<file path="src/rtl/seq_divider32.sv">
// Sequential 32-bit restoring divider, one quotient bit per clock.
// Define DIV_SIGNED_EN to enable signed division (signed_op) with a sign fix-up state.
module seq_divider32 (
    input  logic        clk,
    input  logic        rst,
    input  logic        start,
    input  logic        signed_op,
    input  logic [31:0] dividend,
    input  logic [31:0] divisor,
    output logic        busy,
    output logic        done,
    output logic        div_by_zero,
    output logic [31:0] quotient,
    output logic [31:0] remainder
);

`ifdef DIV_SIGNED_EN
    typedef enum logic [1:0] {IDLE = 2'd0, CALC = 2'd1, DONE = 2'd2, FIX = 2'd3} state_t;
`else
    typedef enum logic [1:0] {IDLE = 2'd0, CALC = 2'd1, DONE = 2'd2} state_t;
`endif

    function automatic logic signed [31:0] neg32(input logic signed [31:0] x);
        return -x;
    endfunction

    state_t      state, nxt;
    logic [4:0]  cnt;
    logic [63:0] rq;
    logic [31:0] d;
    logic        dbz_pend;
    logic [31:0] dvd_mag, dvs_mag;
    logic [63:0] rq_sh;
    logic [32:0] trial;

`ifdef DIV_SIGNED_EN
    logic a_neg, b_neg;
    logic neg_q, neg_r;
    assign a_neg   = signed_op & dividend[31];
    assign b_neg   = signed_op & divisor[31];
    assign dvd_mag = a_neg ? neg32(dividend) : dividend;
    assign dvs_mag = b_neg ? neg32(divisor) : divisor;
`else
    logic unused_signed_op;
    assign unused_signed_op = signed_op;
    assign dvd_mag = dividend;
    assign dvs_mag = divisor;
`endif

    assign rq_sh = {rq[62:0], 1'b0};
    assign trial = {1'b0, rq_sh[63:32]} - {1'b0, d};
    assign busy  = (state != IDLE);

    always_ff @(posedge clk) begin
        if (rst) state <= IDLE;
        else     state <= nxt;
    end

    always_comb begin
        nxt = state;
        case (state)
            IDLE: if (start) nxt = (divisor == 32'd0) ? DONE : CALC;
            CALC: if (cnt == 5'd31) begin
`ifdef DIV_SIGNED_EN
                nxt = FIX;
`else
                nxt = DONE;
`endif
            end
`ifdef DIV_SIGNED_EN
            FIX:  nxt = DONE;
`endif
            DONE: nxt = IDLE;
            default: nxt = IDLE;
        endcase
    end

    // Datapath and result registers; only control state and visible outputs are reset.
    always_ff @(posedge clk) begin
        if (rst) begin
            cnt         <= 5'd0;
            done        <= 1'b0;
            div_by_zero <= 1'b0;
            dbz_pend    <= 1'b0;
            quotient    <= 32'd0;
            remainder   <= 32'd0;
`ifdef DIV_SIGNED_EN
            neg_q       <= 1'b0;
            neg_r       <= 1'b0;
`endif
        end else begin
            done <= 1'b0;
            case (state)
                IDLE: if (start) begin
                    cnt         <= 5'd0;
                    div_by_zero <= 1'b0;
                    dbz_pend    <= (divisor == 32'd0);
`ifdef DIV_SIGNED_EN
                    neg_q       <= a_neg ^ b_neg;
                    neg_r       <= a_neg;
`endif
                    if (divisor == 32'd0) begin
                        rq <= {dividend, 32'hFFFF_FFFF};
                    end else begin
                        rq <= {32'd0, dvd_mag};
                        d  <= dvs_mag;
                    end
                end
                CALC: begin
                    if (!trial[32]) rq <= {trial[31:0], rq_sh[31:1], 1'b1};
                    else            rq <= rq_sh;
                    cnt <= cnt + 5'd1;
                end
`ifdef DIV_SIGNED_EN
                FIX: begin
                    rq[31:0]  <= neg_q ? neg32(rq[31:0])  : rq[31:0];
                    rq[63:32] <= neg_r ? neg32(rq[63:32]) : rq[63:32];
                end
`endif
                DONE: begin
                    done        <= 1'b1;
                    quotient    <= rq[31:0];
                    remainder   <= rq[63:32];
                    div_by_zero <= dbz_pend;
                end
                default: ;
            endcase
        end
    end

endmodule
</file>
<file path="config.mk">
export PLATFORM = sky130hd
export DESIGN_NAME = seq_divider32
export DESIGN_NICKNAME = d
export VERILOG_FILES = /design/src/rtl/seq_divider32.sv
export SDC_FILE = /design/constraint.sdc
export NUM_CORES = 1
export LEC_CHECK = 0
export BUFFER_PORTS_ARGS = -buffer_cell sky130_fd_sc_hd__clkbuf_2
export CORE_MARGIN = 2
export CORE_UTILIZATION = 40
export DETAILED_ROUTE_END_ITERATION = 10
export GPL_TIMING_DRIVEN = 0
export SLEW_MARGIN = 20
export SYNTH_ARGS = -nofsm -noshare
export SYNTH_HDL_FRONTEND = slang
export SYNTH_SLANG_ARGS = --single-unit
</file>
<file path="constraint.sdc">
create_clock -name clk -period 5 [get_ports clk]
set_input_delay 1.25 -clock clk [delete_from_list [all_inputs] [get_ports clk]]
set_output_delay 1.25 -clock clk [all_outputs]
set_load 0.02 [all_outputs]
</file>
==> results of run 1 <==
-- flip-flops by register name, indices dropped and copies added (netlist names) --
signal,flops
div_by_zero,1
cnt,5
dbz_pend,1
remainder,32
d,32
quotient,32
state,2
rq,64
done,1
-- area by class of cell --
class,count,area (um2)
fillers,2052,10700
flip-flops and latches,170,4360
multi-input cells,681,3810
repair buffers,136,748
clock buffers,17,425
well taps,275,344
plain buffers,57,254
clock inverters,15,231
inverters,45,169
-- path summary, 6_finish.rpt --
kind | from | to
worst min-delay path | quotient[12] | quotient[12]
worst max-delay path | rq[31] | rq[63]
worst max register to register | rq[31] | rq[63]
worst min register to register | quotient[12] | quotient[12]
-- cells in the final DEF, fill, tap and decap left out, types with 4 or more instances in the layout --
cell,n
a211oi_1,5
a21o_1,15
a21oi_1,108
a22o_1,4
a22oi_1,4
a32oi_1,5
and3_1,4
buf_1,8
buf_6,4
clkbuf_1,41
clkbuf_16,17
clkbuf_2,133
clkinv_8,4
dfxtp_1,74
edfxtp_1,96
ha_1,34
inv_1,45
mux2i_1,6
nand2_1,243
nand2b_1,7
nand3_1,24
nand4_1,8
nor2_1,36
nor2b_1,8
nor3_1,6
nor4_1,8
o211ai_1,5
o21a_1,5
o21ai_0,71
o21ai_1,5
o21bai_1,4
xnor2_1,12
xor2_1,11
-- critical path: cells and delay by family, from the launching register on --
family | cells | cell delay, ns
and+or+nand+nor | 2 | 0.46
DFF | 1 | 0.45
buffers and inverters | 1 | 0.07
AOI/OAI and AO/OA | 8 | 1.92
adders and majority gates | 2 | 0.64
-- kinds of logic after synthesis --
group	Yosys count	synth area share
AND/OR/NAND/NOR	353	0.172
AO/OA/AOI/OAI	263	0.186
flip-flops	170	0.508
buffers and inverters	102	0.0493
adder cells (fa/ha/maj)	35	0.0519
XOR/XNOR	23	0.0235
multiplexers	7	0.00831
-- through the flow --
stage	total power (uW)	hold slack (ns)	setup TNS [ns]
final	3690	0.456	0
after CTS	3710	0.459	0
after global routing	3840	0.470	0
after global placement	2240	0.444	-71.99
after floorplan	2050	0.432	0
after detailed placement	2250	0.449	0
-- metal layers --
layer	GRT usage	vias to the layer above	part of all wire
met2	0.328	215	0.44
met4	0.0618	0	0.016
met5	0	-	0
met3	0.0373	29	0.056
met1	0.317	3406	0.49
li1	-	3647	-
-- report_power, final --
part	switching, uW	internal, uW
combinational	383	228
clock	646	818
sequential	50.1	1570
total	1080	2610
==> out/results.txt, run 1 <==
Vias in the first global route: 6,626
CTS Buf Count: 17
VDD IR max: 237 uV
CP Cell Sequence: inv_1 > ha_1 > fa_1 > nor2b_1 > o21ai_0 > a21oi_1 > o21ai_1 > o2111ai_1 > a211oi_2 > o21ai_4 > nand2_1 > o21bai_1 > o211ai_1
Die X-Extent: 150 um
Maximum capacitance violations: 0
Slew HR: 0.486
Syn nets: 1,056
Fin crit period: 3.75 ns
Row count: 53
Layout net count: 1,211
Final wirelength: 23.9 mm
CTS Hold Bufs: 0
Wire length per cell: 17.1 um
Hold Path Class: flop to flop
Pwr Density: 357 nW/um2
Worst Path Max Fanout: 9
GP Congestion: 0.857
Area Growth Syn to Fin: 20.6%
Layout Utilization: 0.492
H-tree Lvls: 4
Yosys Warn Count: 0
Placed cell areas: 9690 um2
Antenna violations before repair: 0
Synth cell types: 64
Clock root buffer master: clkbuf_16
Hold Vio Cnt, Final: 0
Share of Yosys cell area claimed by the top area cell type: 0.336
Maximum number of pins on one net before global-route repair: 25
Setup violators final: 0
Initial Utilization: 0.408
Synthesized area: 8580 um2
Startpoint types: flop
Worst-case reg-to-reg path depth: 13
# resized after CTS: 0
Diode count: 0
CTS clock-pin slew for the worst setup and hold paths: 0.07 ns
Drt drc: 0
CP Capture Type: flop
Most instantiated library cell after synthesis: nand2_1
Worst-margin pin slew: 0.769 ns
Proportion of layout cells with a drive suffix above 1: 0.174
Highest clock rate: 0.266 GHz
Hold Path Stages: 2
Count of pins over their slew limit: 0
Die extent in y: 150 um
Sink Count: 170
Antenna-violating nets left: 0
Critical Path RT: 5.22 ns
Largest area contributor in the netlist: edfxtp_1
Sequential fraction of the synthesis area: 0.508
Final Instance Area: 10,300 um2
Status: finished clean
Postcts setup bufs: 0
Async SR Flop Fraction: 0
DRT iter0 DRCs: 626
DPL Wire Length: 18.5 mm
Grt ovf: 0
Dpl cells: 1,364
Synth cell count leaders: nand2_1 (243), a21oi_1 (108), edfxtp_1 (96), dfxtp_1 (74), o21ai_0 (71)
Clock Path Buffers: 2
# IOs: 135
Layout Skew: 0.0107 ns
Top cells by area, synth: edfxtp_1 (34%), dfxtp_1 (17%), nand2_1 (11%)
Critical setup path kind: flop to flop
R2R Setup Slk: 1.25 ns
Final Worst Setup Slack: 1.25 ns
EDFF count, synth: 96
Global Route Usage Sum: 0.216
CP peak stage delay: 0.45 ns
Worst-Skew Late Latency: 0.44 ns
Pre-CTS setup slack: 1.15 ns
Synth Flop Type: edfxtp_1
Average size of a mapped cell: 9.01 um2
Final worst-path cycle share: 0.751
Slowest-stage cell, CP: edfxtp_1
Synth Instances: 953
Core ar.: 21,000 um2
RSZ-0062 raised after global routing: no
Die ar.: 22,600 um2
CTS tree: yes
Vias/cell: 5.23
Seq cells post-synth: 170
Router iterations before antenna repair: 5
Leakage power: 0.00422 uW
Port bufs: 133
Non-filler instance count after layout: 1,396
Crit path DAT: 3.97 ns
Vias after detailed routing: 7,297
First-pass GRT wire length: 37.0 mm
Power figures use the tool's default switching activity.
==> run 2: changes to the inputs <==
ABC_AREA = 1   (was default)
clock period = 3.8 ns   (was 5 ns; I/O delays follow)
==> run 2 against run 1 <==
  * Fmax up 36%
  * First-iteration DRC count up 6.5%
  * Hold slack better by 0.018 ns
  * Register-to-register slack worse by 0.20 ns
  * Sequential share of layout area down 3.6 points
  * Synthesized area up 11%
  * Core utilization down 0.86 points
  * Worst setup slack worse by 0.20 ns
  * Cell area up 9.4%
  * Combinational power up 65%
  * Cell count up 30%
  * Non-clock buffer count down 12
  * Critical path type unchanged
  * Largest cell class unchanged
==> out/results.txt, run 2 <==
GP Congestion: 0.969 (+13%)
Setup violators final: 0 (unchanged)
Core ar.: 23,400 um2 (+11%)
Syn nets: 1,425 (+35%)
First-pass GRT wire length: 42.2 mm (+14%)
Largest Register: rq
Vias/cell: 4.82 (-7.7%)
Final setup TNS: 0 ns (unchanged)
Synth Flop Type: edfxtp_1
Row count: 56 (+5.7%)
Worst-margin pin slew: 0.687 ns (-0.0818 ns)
CTS Buf Count: 17 (unchanged)
Synth cell types: 36 (-44%)
Initial Utilization: 0.407 (-0.000910)
Hold Path Class: flop to flop
CP peak stage delay: 0.40 ns (-0.05 ns)
Async SR Flop Fraction: 0 (unchanged)
Final worst-path cycle share: 0.724 (-0.0267)
Pre-CTS setup slack: 1.01 ns (-0.136 ns)
CTS tree: yes
Router iterations before antenna repair: 6 (+1)
Port bufs: 132 (-0.75%)
Diode count: 0 (unchanged)
Grt ovf: 0 (unchanged)
Clock root buffer master: clkbuf_16
Largest area contributor in the netlist: edfxtp_1
RSZ-0062 raised after global routing: no
Vias after detailed routing: 8,728 (+20%)
R2R Setup Slk: 1.05 ns (-0.20 ns)
CTS Hold Bufs: 0 (unchanged)
Synth Instances: 1,322 (+39%)
Critical Path RT: 4.00 ns (-1.22 ns)
Most instantiated library cell after synthesis: nand2_1
Sequential fraction of the synthesis area: 0.458 (-0.0507)
CP dominant cell by count: nand2_1
Max reg flops: 64 (unchanged)
Die X-Extent: 158 um (+5.2%)
Maximum capacitance violations: 0 (unchanged)
Slowest-stage cell, CP: fa_1
DPL Wire Length: 22.2 mm (+20%)
Proportion of layout cells with a drive suffix above 1: 0.136 (-0.0378)
CTS clock-pin slew for the worst setup and hold paths: 0.07 ns (about the same)
Share of Yosys cell area claimed by the top area cell type: 0.302 (-0.0335)
Yosys Warn Count: 0 (unchanged)
Final wirelength: 27.3 mm (+14%)
DRT iter0 DRCs: 667 (+6.5%)
Most common cell after layout, fill and taps aside: nand2_1
VDD IR max: 242 uV (+1.8%)
# resized after CTS: 0 (unchanged)
Postcts setup bufs: 0 (unchanged)
Startpoint types: flop
EDFF count, synth: 96 (unchanged)
Highest clock rate: 0.363 GHz (+36%)
Hold_ws: 0.474 ns (+0.0182 ns)
Top cells by area, synth: edfxtp_1 (30%), dfxtp_1 (16%), nand2_1 (15%)
Die ar.: 25,100 um2 (+11%)
Worst Path Max Fanout: 10 (+1)
Fin crit period: 2.75 ns (-1.00 ns)
Worst-Skew Late Latency: 0.44 ns (about the same)
Critical setup path kind: flop to flop
Layout Skew: 0.00742 ns (-0.00329 ns)
Drt drc: 0 (unchanged)
Sink Count: 170 (unchanged)
# IOs: 135 (unchanged)
Status: finished clean
Pwr Density: 436 nW/um2 (+22%)
Slew HR: 0.542 (+0.0564)
Average size of a mapped cell: 7.21 um2 (-20%)
Leakage power: 0.00550 uW (+30%)
Seq cells post-synth: 170 (unchanged)
CP Capture Type: flop
Die extent in y: 158 um (+5.2%)
Area Growth Syn to Fin: 18.7%
Antenna violations before repair: 0 (unchanged)
Synth cell count leaders: nand2_1 (384), nor2_1 (257), inv_1 (177), o21ai_0 (101), edfxtp_1 (96)
Layout Utilization: 0.484 (-0.00859)
Commonest cells after routing, fill and taps aside: nand2_1 (384), nor2_1 (256), inv_1 (177)
Maximum number of pins on one net before global-route repair: 22 (-12%)
H-tree Lvls: 4 (unchanged)
Global Route Usage Sum: 0.224 (+0.00750)
Count of pins over their slew limit: 0 (unchanged)
Clock Path Buffers: 2 (unchanged)
Antenna-violating nets left: 0 (unchanged)
CP Cell Sequence: inv_1 > ha_1 > fa_1 > inv_1 > nand2_1 > nand2_1 > nand3b_1 > nand2_1 > nand2_1 > nand2_2 > nand2_4 > nand2_8 > buf_4 > nand3_1 > nand2_1 > nand2_1
Wire length per cell: 15.1 um (-12%)
Hold Vio Cnt, Final: 0 (unchanged)
Layout net count: 1,581 (+31%)
Crit path DAT: 2.95 ns (-1.02 ns)
Synthesized area: 9530 um2 (+11%)
Final Worst Setup Slack: 1.05 ns (-0.197 ns)
Vias in the first global route: 7,989 (+21%)
-- run 2: final cells by class --
cell class	count	area, um2
fill	2424	12100
multi-input combinational	927	4300
buffer	44	213
tap	319	399
sequential	170	4360
clock inverter	15	168
inverter	181	679
timing repair buffer	137	773
clock buffer	17	425
-- run 2: routing by layer --
layer | part of all wire | routed length, um | global-route usage
met5 | 0 | 0 | 0
met4 | 0.021 | 563 | 0.0669
met3 | 0.058 | 1580 | 0.0318
met2 | 0.44 | 12100 | 0.358
met1 | 0.48 | 13000 | 0.315
-- run 2: kinds of logic (layout without fill, tap and decap cells) --
group                      after synthesis  after routing  share of synthesized area
AOI/OAI and AO/OA                      153            153                     0.0833
buffers and inverters                  225            394                     0.0936
xor gates and xnor gates                13             13                     0.0119
DFF                                    170            170                      0.458
and+or+nand+nor                        726            726                      0.307
adders and majority gates               35             35                     0.0467
-- run 2: worst paths after layout --
kind | start | to | depth (start not counted)
max | rq[31] | rq[57] | 16
min | cnt[4] | cnt[4] | 2
max reg2reg | rq[31] | rq[57] | 16
min reg2reg | cnt[4] | cnt[4] | 2
-- run 2: stage by stage --
| step | instance area [um2] | total power, uW | instances |
|---|---|---|---|
| 6_report | 11300 | 4940 | 1810 |
| 5_1_grt | 11300 | 5190 | 1810 |
| 4_1_cts | 11300 | 4950 | 1810 |
| 3_5_place_dp | 10700 | 3210 | 1778 |
| 3_3_place_gp | 10600 | 3180 | 1773 |
| 2_1_floorplan | 9540 | 2870 | 1322 |
-- run 2: where the power goes --
part	switching [uW]	internal [uW]
clock	872	886
combinational	661	350
sequential	84.7	2080
total	1620	3320
-- run 2: worst max-delay path, delay by kind of cell, from the launching register on --
family        cells  cell delay (ns)
flops             1             0.38
buf+inv           3             0.41
simple gates     11             1.09
fa+ha+maj         2             0.64
==> run 3: changes to the inputs <==
ABC_AREA = 0   (was 1)
clock period = 2.5 ns   (was 3.8 ns; I/O delays follow)
==> run 3 against run 2 <==
  * The run now ends with setup timing left
  * Clock skew is 0.0015 ns lower
  * Clock-buffer cell count unchanged
  * Cell count decreased by 21%
  * Via count decreased by 13%
  * Die area shrank 9.7%
  * Wire length fell by 8.4%
  * First-iteration DRC count up 4.3%
  * Cell area is 1.9% lower
  * Flip-flop and latch count unchanged
  * Critical path type unchanged
  * Largest cell class unchanged
==> out/results.txt, run 3 (synthesis gave the netlist of run 1 again) <==
Status: finished, violations left
Failing checks: setup timing
Layout net count: 1,252 (-21%)
Hold Vio Cnt, Final: 0 (unchanged)
Maximum number of pins on one net before global-route repair: 25 (+14%)
Maximum capacitance violations: 0 (unchanged)
Worst Path Max Fanout: 7 (-3)
Antenna-violating nets left: 0 (unchanged)
Setup violators final: 33 (+33)
VDD IR max: 487 uV (+100%)
Layout Skew: 0.00596 ns (-0.00146 ns)
Cell Int Power: 5230 uW (+57%)
Die X-Extent: 150 um (-5.0%)
Dpl cells: 1,364 (-23%)
GP Congestion: 0.873 (-9.9%)
Non-filler instance count after layout: 1,437 (-21%)
Startpoint types: flop
Router iterations before antenna repair: 5 (-1)
Grt ovf: 0 (unchanged)
Clock power share: 0.360 (+0.004)
R2R Setup Slk: -0.56 ns (-1.61 ns)
Comb power frac: 0.207 (+0.002)
Critical Path RT: 2.67 ns (-1.33 ns)
Reg power frac: 0.433 (-0.006)
First-pass GRT wire length: 37.7 mm (-11%)
Count of pins over their slew limit: 0 (unchanged)
Die extent in y: 150 um (-5.0%)
Vias/cell: 5.29 (+9.6%)
CTS Buf Count: 17 (unchanged)
Commonest cells after routing, fill and taps aside: nand2_1 (237), clkbuf_2 (135), edfxtp_1 (96)
Clock root buffer master: clkbuf_16
Diode count: 0 (unchanged)
Area Growth Syn to Fin: 29.4%
Core ar.: 21,000 um2 (-10%)
Sink Count: 170 (unchanged)
DRT iter0 DRCs: 696 (+4.3%)
Slew HR: 0.511 (-0.0306)
Vias after detailed routing: 7,596 (-13%)
Most common cell after layout, fill and taps aside: nand2_1
Initial Utilization: 0.408 (+0.000910)
Sw power: 2260 uW (+40%)
Die ar.: 22,600 um2 (-9.7%)
Hold Path Class: input port to flop
Largest Register: rq
Wire length per cell: 17.4 um (+15%)
Vias in the first global route: 6,987 (-13%)
Highest clock rate: 0.326 GHz (-10%)
Max reg flops: 64 (unchanged)
Worst-Skew Late Latency: 0.43 ns (about the same)
Antenna violations before repair: 0 (unchanged)
Global Route Usage Sum: 0.220 (-0.00351)
Row count: 53 (-5.4%)
Critical setup path kind: flop to flop
Drt drc: 0 (unchanged)
# IOs: 135 (unchanged)
CTS Hold Bufs: 0 (unchanged)
Proportion of layout cells with a drive suffix above 1: 0.259 (+0.123)
RSZ-0062 raised after global routing: yes
Leakage power: 0.00448 uW (-18%)
Fin crit period: 3.06 ns (+0.313 ns)
Sw Share: 0.302 (-0.0256)
CTS clock-pin slew for the worst setup and hold paths: 0.07 ns (about the same)
Final Worst Setup Slack: -0.565 ns (-1.61 ns)
Final wirelength: 25.0 mm (-8.4%)
CP Capture Type: flop
Worst-margin pin slew: 0.733 ns (+0.0459 ns)
H-tree Lvls: 4 (unchanged)
Final Instance Area: 11,100 um2 (-1.9%)
Crit path DAT: 3.24 ns (+0.29 ns)
Port bufs: 133 (+0.76%)
Final worst-path cycle share: 1.23 (+0.502)
Pwr Density: 674 nW/um2 (+55%)
DPL Wire Length: 18.6 mm (-16%)
CTS tree: yes
Clock Path Buffers: 2 (unchanged)
Placed cell areas: 9890 um2 (-7.8%)
Layout fillers: 1,981 (-18%)
## run 3: critical path, cell delays in order, from the launching register on
cell and delay (ns):
edfxtp_1 0.47, ha_4 0.30, a21o_1 0.18, a311oi_2 0.28
o21a_1 0.22, o2111ai_4 0.16, a211oi_4 0.37, o21a_1 0.19
buf_6 0.14, buf_12 0.13, nor3_2 0.04, mux2i_1 0.22
nand3_1 0.10
## run 3: layout make-up
type	count	area [um2]	area share
repair buffers	180	1120	0.101
multi-input cells	681	4240	0.382
clock buffers	17	425	0.0383
plain buffers	54	269	0.0242
clock inverters	15	171	0.0154
inverters	45	169	0.0152
flip-flops and latches	170	4360	0.393
well taps	275	344	0.0310
## run 3: routing by layer
layer  vias to the layer above  share of wire  global-route usage
met1                      3540           0.46               0.318
met4                         0          0.027              0.0774
met5                         -              0                   0
met3                        50          0.068              0.0367
met2                       280           0.44               0.334
li1                       3726              -                   -
## run 3: power groups by stage
| stage | registers, uW | logic (uW) | clock network (uW) |
|---|---|---|---|
| floorplan | 3300 | 895 | 0 |
| global placement | 3300 | 1270 | 0 |
| detailed placement | 3300 | 1300 | 0 |
| CTS | 3240 | 1440 | 2720 |
| global route | 3260 | 1680 | 2830 |
| finish | 3240 | 1550 | 2700 |
## run 3: repair_timing
action / CTS / global route
endpoints found under the hold margin: 0 / 0
pin swaps: 24 / 31
resized for setup: 32 / 32
buffers inserted: 26 / 18
endpoints found under the setup margin: 80 / 69
## run 3: final timing paths
path | start | end | depth (start not counted)
worst max register to register | rq[44] | rq[55] | 12
worst max-delay path | rq[44] | rq[55] | 12
worst min register to register | quotient[21] | quotient[21] | 2
worst min-delay path | divisor[28] | d[28] | 1
## run 3: stage by stage
step | setup WS, ns | setup TNS [ns] | hold slack [ns] | power, uW | utilization
finish | -0.565 | -15.82 | 0.382 | 7490 | 0.528
global route | -0.655 | -19.60 | 0.376 | 7770 | 0.528
CTS | -0.573 | -15.54 | 0.371 | 7400 | 0.516
detailed placement | -0.996 | -54.60 | 0.447 | 4600 | 0.470
global placement | -0.974 | -89.44 | 0.444 | 4570 | 0.467
floorplan | -0.211 | -5.09 | 0.432 | 4190 | -
